==> src/rtl/inst_fetch_unit_if.sv <==
// Fetch-side bundle: combinational ROM port, IF/ID valid/ready slot,
// downstream redirect request and halt status.
interface inst_fetch_unit_if #(
  parameter int ADDR_WIDTH = 32,
  parameter int DATA_WIDTH = 32
);
  logic                  romChipEnable;
  logic [ADDR_WIDTH-1:0] romAddr;
  logic [DATA_WIDTH-1:0] romInst;
  logic                  outValid;
  logic                  outReady;
  logic [ADDR_WIDTH-1:0] outPc;
  logic [DATA_WIDTH-1:0] outInst;
  logic                  redirect;
  logic [ADDR_WIDTH-1:0] redirectTarget;
  logic                  halted;

  // The fetch unit drives the ROM request, the slot and the halt flag.
  modport master (
    output romChipEnable, romAddr, outValid, outPc, outInst, halted,
    input  romInst, outReady, redirect, redirectTarget
  );

  // ROM / decode / branch-resolution side.
  modport slave (
    input  romChipEnable, romAddr, outValid, outPc, outInst, halted,
    output romInst, outReady, redirect, redirectTarget
  );
endinterface

==> src/rtl/inst_fetch_unit.sv <==
// Instruction fetch unit: owns the PC, fetches one word per cycle from a
// combinational ROM into a single registered output slot, honours decode
// back-pressure, restarts on redirect and halts on an illegal PC.
module inst_fetch_unit #(
  parameter int                    ADDR_WIDTH = 32,
  parameter int                    DATA_WIDTH = 32,
  parameter logic [ADDR_WIDTH-1:0] RESET_PC   = '0,
  parameter int                    ROM_WORDS  = 10
) (
  input logic               clk,
  input logic               rst_n,
  inst_fetch_unit_if.master bus
);

  typedef enum logic [1:0] {
    IDLE   = 2'd0,
    FETCH  = 2'd1,
    HALTED = 2'd2
  } state_t;

  localparam logic [ADDR_WIDTH-3:0] ROM_WORDS_W = (ADDR_WIDTH-2)'(ROM_WORDS);

  state_t                state_reg, state_next;
  logic [ADDR_WIDTH-1:0] pc_reg, pc_next;
  logic [ADDR_WIDTH-1:0] out_pc_reg, out_pc_next;
  logic [DATA_WIDTH-1:0] out_inst_reg, out_inst_next;
  logic                  out_valid_reg, out_valid_next;
  logic                  halted_reg, halted_next;
  logic                  rom_en;

  logic transfer;
  logic slot_free;
  logic pc_legal;

  // A redirect cancels the slot in the same cycle, so it never counts as a transfer.
  assign transfer  = out_valid_reg && bus.outReady && !bus.redirect;
  assign slot_free = !out_valid_reg || transfer;
  assign pc_legal  = (pc_reg[1:0] == 2'b00) && (pc_reg[ADDR_WIDTH-1:2] < ROM_WORDS_W);

  // State register.
  always_ff @(posedge clk or negedge rst_n) begin
    if (!rst_n) begin
      state_reg <= IDLE;
    end else begin
      state_reg <= state_next;
    end
  end

  // Next-state logic: redirect always lands in FETCH; illegal PC parks in HALTED.
  always_comb begin
    state_next = state_reg;
    case (state_reg)
      IDLE:    state_next = FETCH;
      FETCH: begin
        if (bus.redirect) begin
          state_next = FETCH;
        end else if (!pc_legal) begin
          state_next = HALTED;
        end
      end
      HALTED: begin
        if (bus.redirect) begin
          state_next = FETCH;
        end
      end
      default: state_next = IDLE;
    endcase
  end

  // Output / datapath next-values: ROM enable and the PC/slot/halt updates.
  always_comb begin
    rom_en         = 1'b0;
    pc_next        = pc_reg;
    out_pc_next    = out_pc_reg;
    out_inst_next  = out_inst_reg;
    out_valid_next = transfer ? 1'b0 : out_valid_reg;
    halted_next    = halted_reg;
    if (bus.redirect) begin
      // Highest priority in every state; the slot content is dropped.
      pc_next        = bus.redirectTarget;
      out_valid_next = 1'b0;
      halted_next    = 1'b0;
    end else if (state_reg == FETCH) begin
      if (!pc_legal) begin
        halted_next = 1'b1;
      end else if (slot_free) begin
        rom_en         = 1'b1;
        out_inst_next  = bus.romInst;
        out_pc_next    = pc_reg;
        out_valid_next = 1'b1;
        pc_next        = pc_reg + ADDR_WIDTH'(4);
      end
    end
  end

  // Datapath registers; reset clears the slot immediately.
  always_ff @(posedge clk or negedge rst_n) begin
    if (!rst_n) begin
      pc_reg        <= RESET_PC;
      out_pc_reg    <= '0;
      out_inst_reg  <= '0;
      out_valid_reg <= 1'b0;
      halted_reg    <= 1'b0;
    end else begin
      pc_reg        <= pc_next;
      out_pc_reg    <= out_pc_next;
      out_inst_reg  <= out_inst_next;
      out_valid_reg <= out_valid_next;
      halted_reg    <= halted_next;
    end
  end

  assign bus.romChipEnable = rom_en;
  assign bus.romAddr       = pc_reg;
  assign bus.outValid      = out_valid_reg;
  assign bus.outPc         = out_pc_reg;
  assign bus.outInst       = out_inst_reg;
  assign bus.halted        = halted_reg;

endmodule

==> src/flat_wrapper.sv <==
// flat-port wrapper written by rule: the top's interface ports become plain ports
module inst_fetch_unit_flat 
#(
  parameter int                    ADDR_WIDTH = 32,
  parameter int                    DATA_WIDTH = 32,
  parameter logic [ADDR_WIDTH-1:0] RESET_PC   = '0,
  parameter int                    ROM_WORDS  = 10
)
  (clk, rst_n, bus_romChipEnable, bus_romAddr, bus_outValid, bus_outPc, bus_outInst, bus_halted, bus_romInst, bus_outReady, bus_redirect, bus_redirectTarget);
  inst_fetch_unit_if #(.ADDR_WIDTH(ADDR_WIDTH), .DATA_WIDTH(DATA_WIDTH)) bus_i ();
  input logic clk;
  input logic rst_n;
  output wire logic [$bits(bus_i.romChipEnable)-1:0] bus_romChipEnable;
  output wire logic [$bits(bus_i.romAddr)-1:0] bus_romAddr;
  output wire logic [$bits(bus_i.outValid)-1:0] bus_outValid;
  output wire logic [$bits(bus_i.outPc)-1:0] bus_outPc;
  output wire logic [$bits(bus_i.outInst)-1:0] bus_outInst;
  output wire logic [$bits(bus_i.halted)-1:0] bus_halted;
  input wire logic [$bits(bus_i.romInst)-1:0] bus_romInst;
  input wire logic [$bits(bus_i.outReady)-1:0] bus_outReady;
  input wire logic [$bits(bus_i.redirect)-1:0] bus_redirect;
  input wire logic [$bits(bus_i.redirectTarget)-1:0] bus_redirectTarget;
  assign bus_romChipEnable = bus_i.romChipEnable;
  assign bus_romAddr = bus_i.romAddr;
  assign bus_outValid = bus_i.outValid;
  assign bus_outPc = bus_i.outPc;
  assign bus_outInst = bus_i.outInst;
  assign bus_halted = bus_i.halted;
  assign bus_i.romInst = bus_romInst;
  assign bus_i.outReady = bus_outReady;
  assign bus_i.redirect = bus_redirect;
  assign bus_i.redirectTarget = bus_redirectTarget;
  inst_fetch_unit #(.ADDR_WIDTH(ADDR_WIDTH), .DATA_WIDTH(DATA_WIDTH), .RESET_PC(RESET_PC), .ROM_WORDS(ROM_WORDS)) u_core (.clk(clk), .rst_n(rst_n), .bus(bus_i));
endmodule
==> config.mk <==
export PLATFORM = sky130hd
export DESIGN_NAME = inst_fetch_unit_flat
export DESIGN_NICKNAME = d
export VERILOG_FILES = /design/src/rtl/inst_fetch_unit_if.sv /design/src/rtl/inst_fetch_unit.sv /design/src/flat_wrapper.sv
export SDC_FILE = /design/constraint.sdc
export NUM_CORES = 1
export LEC_CHECK = 0
export CORE_UTILIZATION = 43
export DETAILED_ROUTE_END_ITERATION = 7
export GPL_TIMING_DRIVEN = 1
export HOLD_SLACK_MARGIN = 0.06
export PLACE_DENSITY = 0.91
export SYNTH_ARGS = -nofsm -noshare
export SYNTH_HDL_FRONTEND = slang
export SYNTH_SLANG_ARGS = --single-unit
==> constraint.sdc <==
create_clock -name clk -period 2.75 [get_ports clk]
set_input_delay 0.55 -clock clk [delete_from_list [all_inputs] [get_ports clk]]
set_output_delay 0.55 -clock clk [all_outputs]
set_load 0.005 [all_outputs]
==> qor.txt <==
core region area: 0.00889 mm2
Worst Path Max Fanout: 2
Pins Over Slew Limit: 0
status: finished, final reports clean
Starting Density: 45.3%
R2R Path Start: u_core.bus.romAddr[14]
DR DRC count: 0
ant diodes: 0
CTS Sinks: 100
initial antenna violation count: 0
share of flip-flops with an asynchronous set or reset: 100%
Syn Nets: 329
Yosys cell types: 36
Tmin final: 2.66 ns
vias after detailed routing: 2781
die span in x: 98.7 um
Max Freq: 376 MHz
first-pass GRT wire length: 15.6 mm
H-tree depth: 3
share of cells above drive strength 1: 22.9%
CP startpoint kind: flop
DP Wirelength: 6.97 mm
Reg clk slew, reported paths: 0.11 ns
Worst EP required: 2.20 ns
drt pass-1 iters: 4
Syn Area/Cell: 15.5 um2
fin crit share: 96.8%
Top Ports: 167
die area: 0.00975 mm2
Clock Latency Late Sink: 0.36 ns
Peak VDD IR: 0.297 mV
GP Congestion: 0.839
Primary FF master, synth: dfrtp_1
vias in the first global route: 3009
fin nets: 509
CTS Hold Buffers Added: 0
type of the most critical hold path: primary input to asynchronous set/reset pin
Worst-Margin Slew: 0.648 ns
drt total wl: 9.65 mm
total gr overflow: 0
WS Path Type: flop to output port
maxcap violations: 0
Area growth, synth to finish: 51.0%
Post-synth EDFFs: 0
crit path from: u_core.bus.romAddr[14]
clock root cell: clkbuf_8
Syn. warnings: 0
final hold violations: 0
post-layout worst setup margin: 0.0878 ns
Tot Pwr: 0.00294 W
Rows: 34
Seq/Total Area, Yosys: 62.2%
RSZ-0062 raised after global routing: false
I/O Buffers: 166
DP Worst Slack: -0.0750 ns
cell area after synthesis: 0.00402 mm2
Die H: 98.7 um
TritonCTS Buffers: 9
remaining antenna violation count: 0
largest net degree at the start of global routing: 52
Tot GR Track Use: 20.7%
Worst Skew: 0.0146 ns
CTS tree: built
power per standard cell area: 484 mW/mm2
final setup fails: 0
worst path arrival time: 2.11 ns
vias per std cell: 5.03
crit path capture type: output port
# fillers: 618
final core utilization: 68.3%
drt wl/cell: 17.4 um
Syn Inst Count: 260
DRT iter0 DRCs: 75
Seq cells post-synth: 100
LEAKAGE: 2.69 nW
Rel. slew slack: 56.8%
Max Root-Sink Buffers: 2
-- final cells by class --
type | count | area [um2] | share of cell area [%]
Clock inverter | 7 | 80.1 | 1.32
Clock buffer | 9 | 124 | 2.04
Timing Repair Buffer | 182 | 1790 | 29.5
Sequential cell | 100 | 2500 | 41.2
Inverter | 5 | 26.3 | 0.432
Multi-Input combinational cell | 142 | 1420 | 23.3
Tap cell | 108 | 135 | 2.22
-- per-stage QoR --
step,instance area [um2],setup TNS [ns],instances,hold slack (ns)
final,6080,0,553,0.199
after global placement,5790,-0.0338,531,0.468
after detailed placement,5790,-0.132,531,0.472
after global routing,6080,0,553,0.237
after CTS,6030,0,549,0.210
after floorplan,4020,0,260,0.254
-- layer usage --
metal | vias to the layer above | wire length (um) | global-route usage [%]
li1 | 1275 | - | -
met1 | 1383 | 3910 | 24.7
met2 | 111 | 4900 | 36.2
met3 | 12 | 692 | 5.82
met4 | 0 | 140 | 7.00
met5 | - | 0 | 0
-- worst max-delay path, cell delays in order, from the launching register on --
cell	delay, ns
dfrtp_1	0.42
nor4_4	0.31
nand4_2	0.15
or4_4	0.59
inv_8	0.07
clkdlybuf4s15_1	0.21
-- cells by family (layout without fill, tap and decap cells) --
group / after synthesis / after routing / share of synthesized area, %
AND/OR/NAND/NOR: 61 / 61 / 10.4
multiplexers: 57 / 57 / 19.0
adder cells (fa/ha/maj): 1 / 1 / 0.311
buffers and inverters: 18 / 203 / 3.58
AO/OA/AOI/OAI: 23 / 23 / 4.51
flip-flops: 100 / 100 / 62.2
-- synthesized netlist by cell type (2+ instances only) --
| cell type | instances | area (um2) |
|---|---|---|
| buf_12 | 3 | 60.1 |
| o311a_1 | 7 | 70.1 |
| nor4_1 | 2 | 12.5 |
| o31ai_1 | 2 | 15.0 |
| clkbuf_1 | 6 | 22.5 |
| nor4_2 | 5 | 62.6 |
| mux2_4 | 33 | 495 |
| nand3_1 | 2 | 10.0 |
| nand4_2 | 2 | 25.0 |
| mux2_2 | 24 | 270 |
| inv_1 | 4 | 15.0 |
| dfrtp_1 | 100 | 2500 |
| a21oi_1 | 4 | 20.0 |
| o21ai_0 | 3 | 15.0 |
| nand2b_1 | 10 | 62.6 |
| nand2_1 | 4 | 15.0 |
| and2_1 | 29 | 181 |
| nor2_1 | 2 | 7.51 |
-- worst paths after layout --
path | end | slack (ns) | cells past startpoint
worst max register to register | u_core.bus.outInst[0] | 0.22 | 6
worst max-delay path | bus_romChipEnable | 0.09 | 5
worst min-delay path | u_core.bus.outPc[0] | 0.20 | 1
max in group asynchronous | u_core.bus.outInst[2] | 1.85 | 2
worst min register to register | u_core.bus.outPc[28] | 0.49 | 1
min in group clk | u_core.bus.outPc[28] | 0.49 | 1
-- power breakdown --
group	total, W	internal, W	switching, W	leakage (nW)
Clock	0.000972	0.000434	0.000537	0.102
Combinational	0.000385	0.000249	0.000136	1.27
Sequential	0.00159	0.00153	0.0000601	1.32
-- cells in the final DEF (no fill, tap or decap), drive strengths merged, types with 3 or more instances in the layout --
master,n
clkbuf,9
nand2b,10
o311a,7
mux2,57
o21ai,3
nor4,7
buf,17
nand2,4
and2,29
a21oi,4
dfrtp,100
clkdlybuf4s50,164
inv,8
-- timing repair --
item / CTS / global route
pin swaps: 5 / 4
resized for setup: 4 / 3
buffers inserted: 2 / 4
hold endpoints to repair: 0 / 0
endpoints found under the setup margin: 1 / 1
No activity file was read; power rests on OpenSTA's default activity.
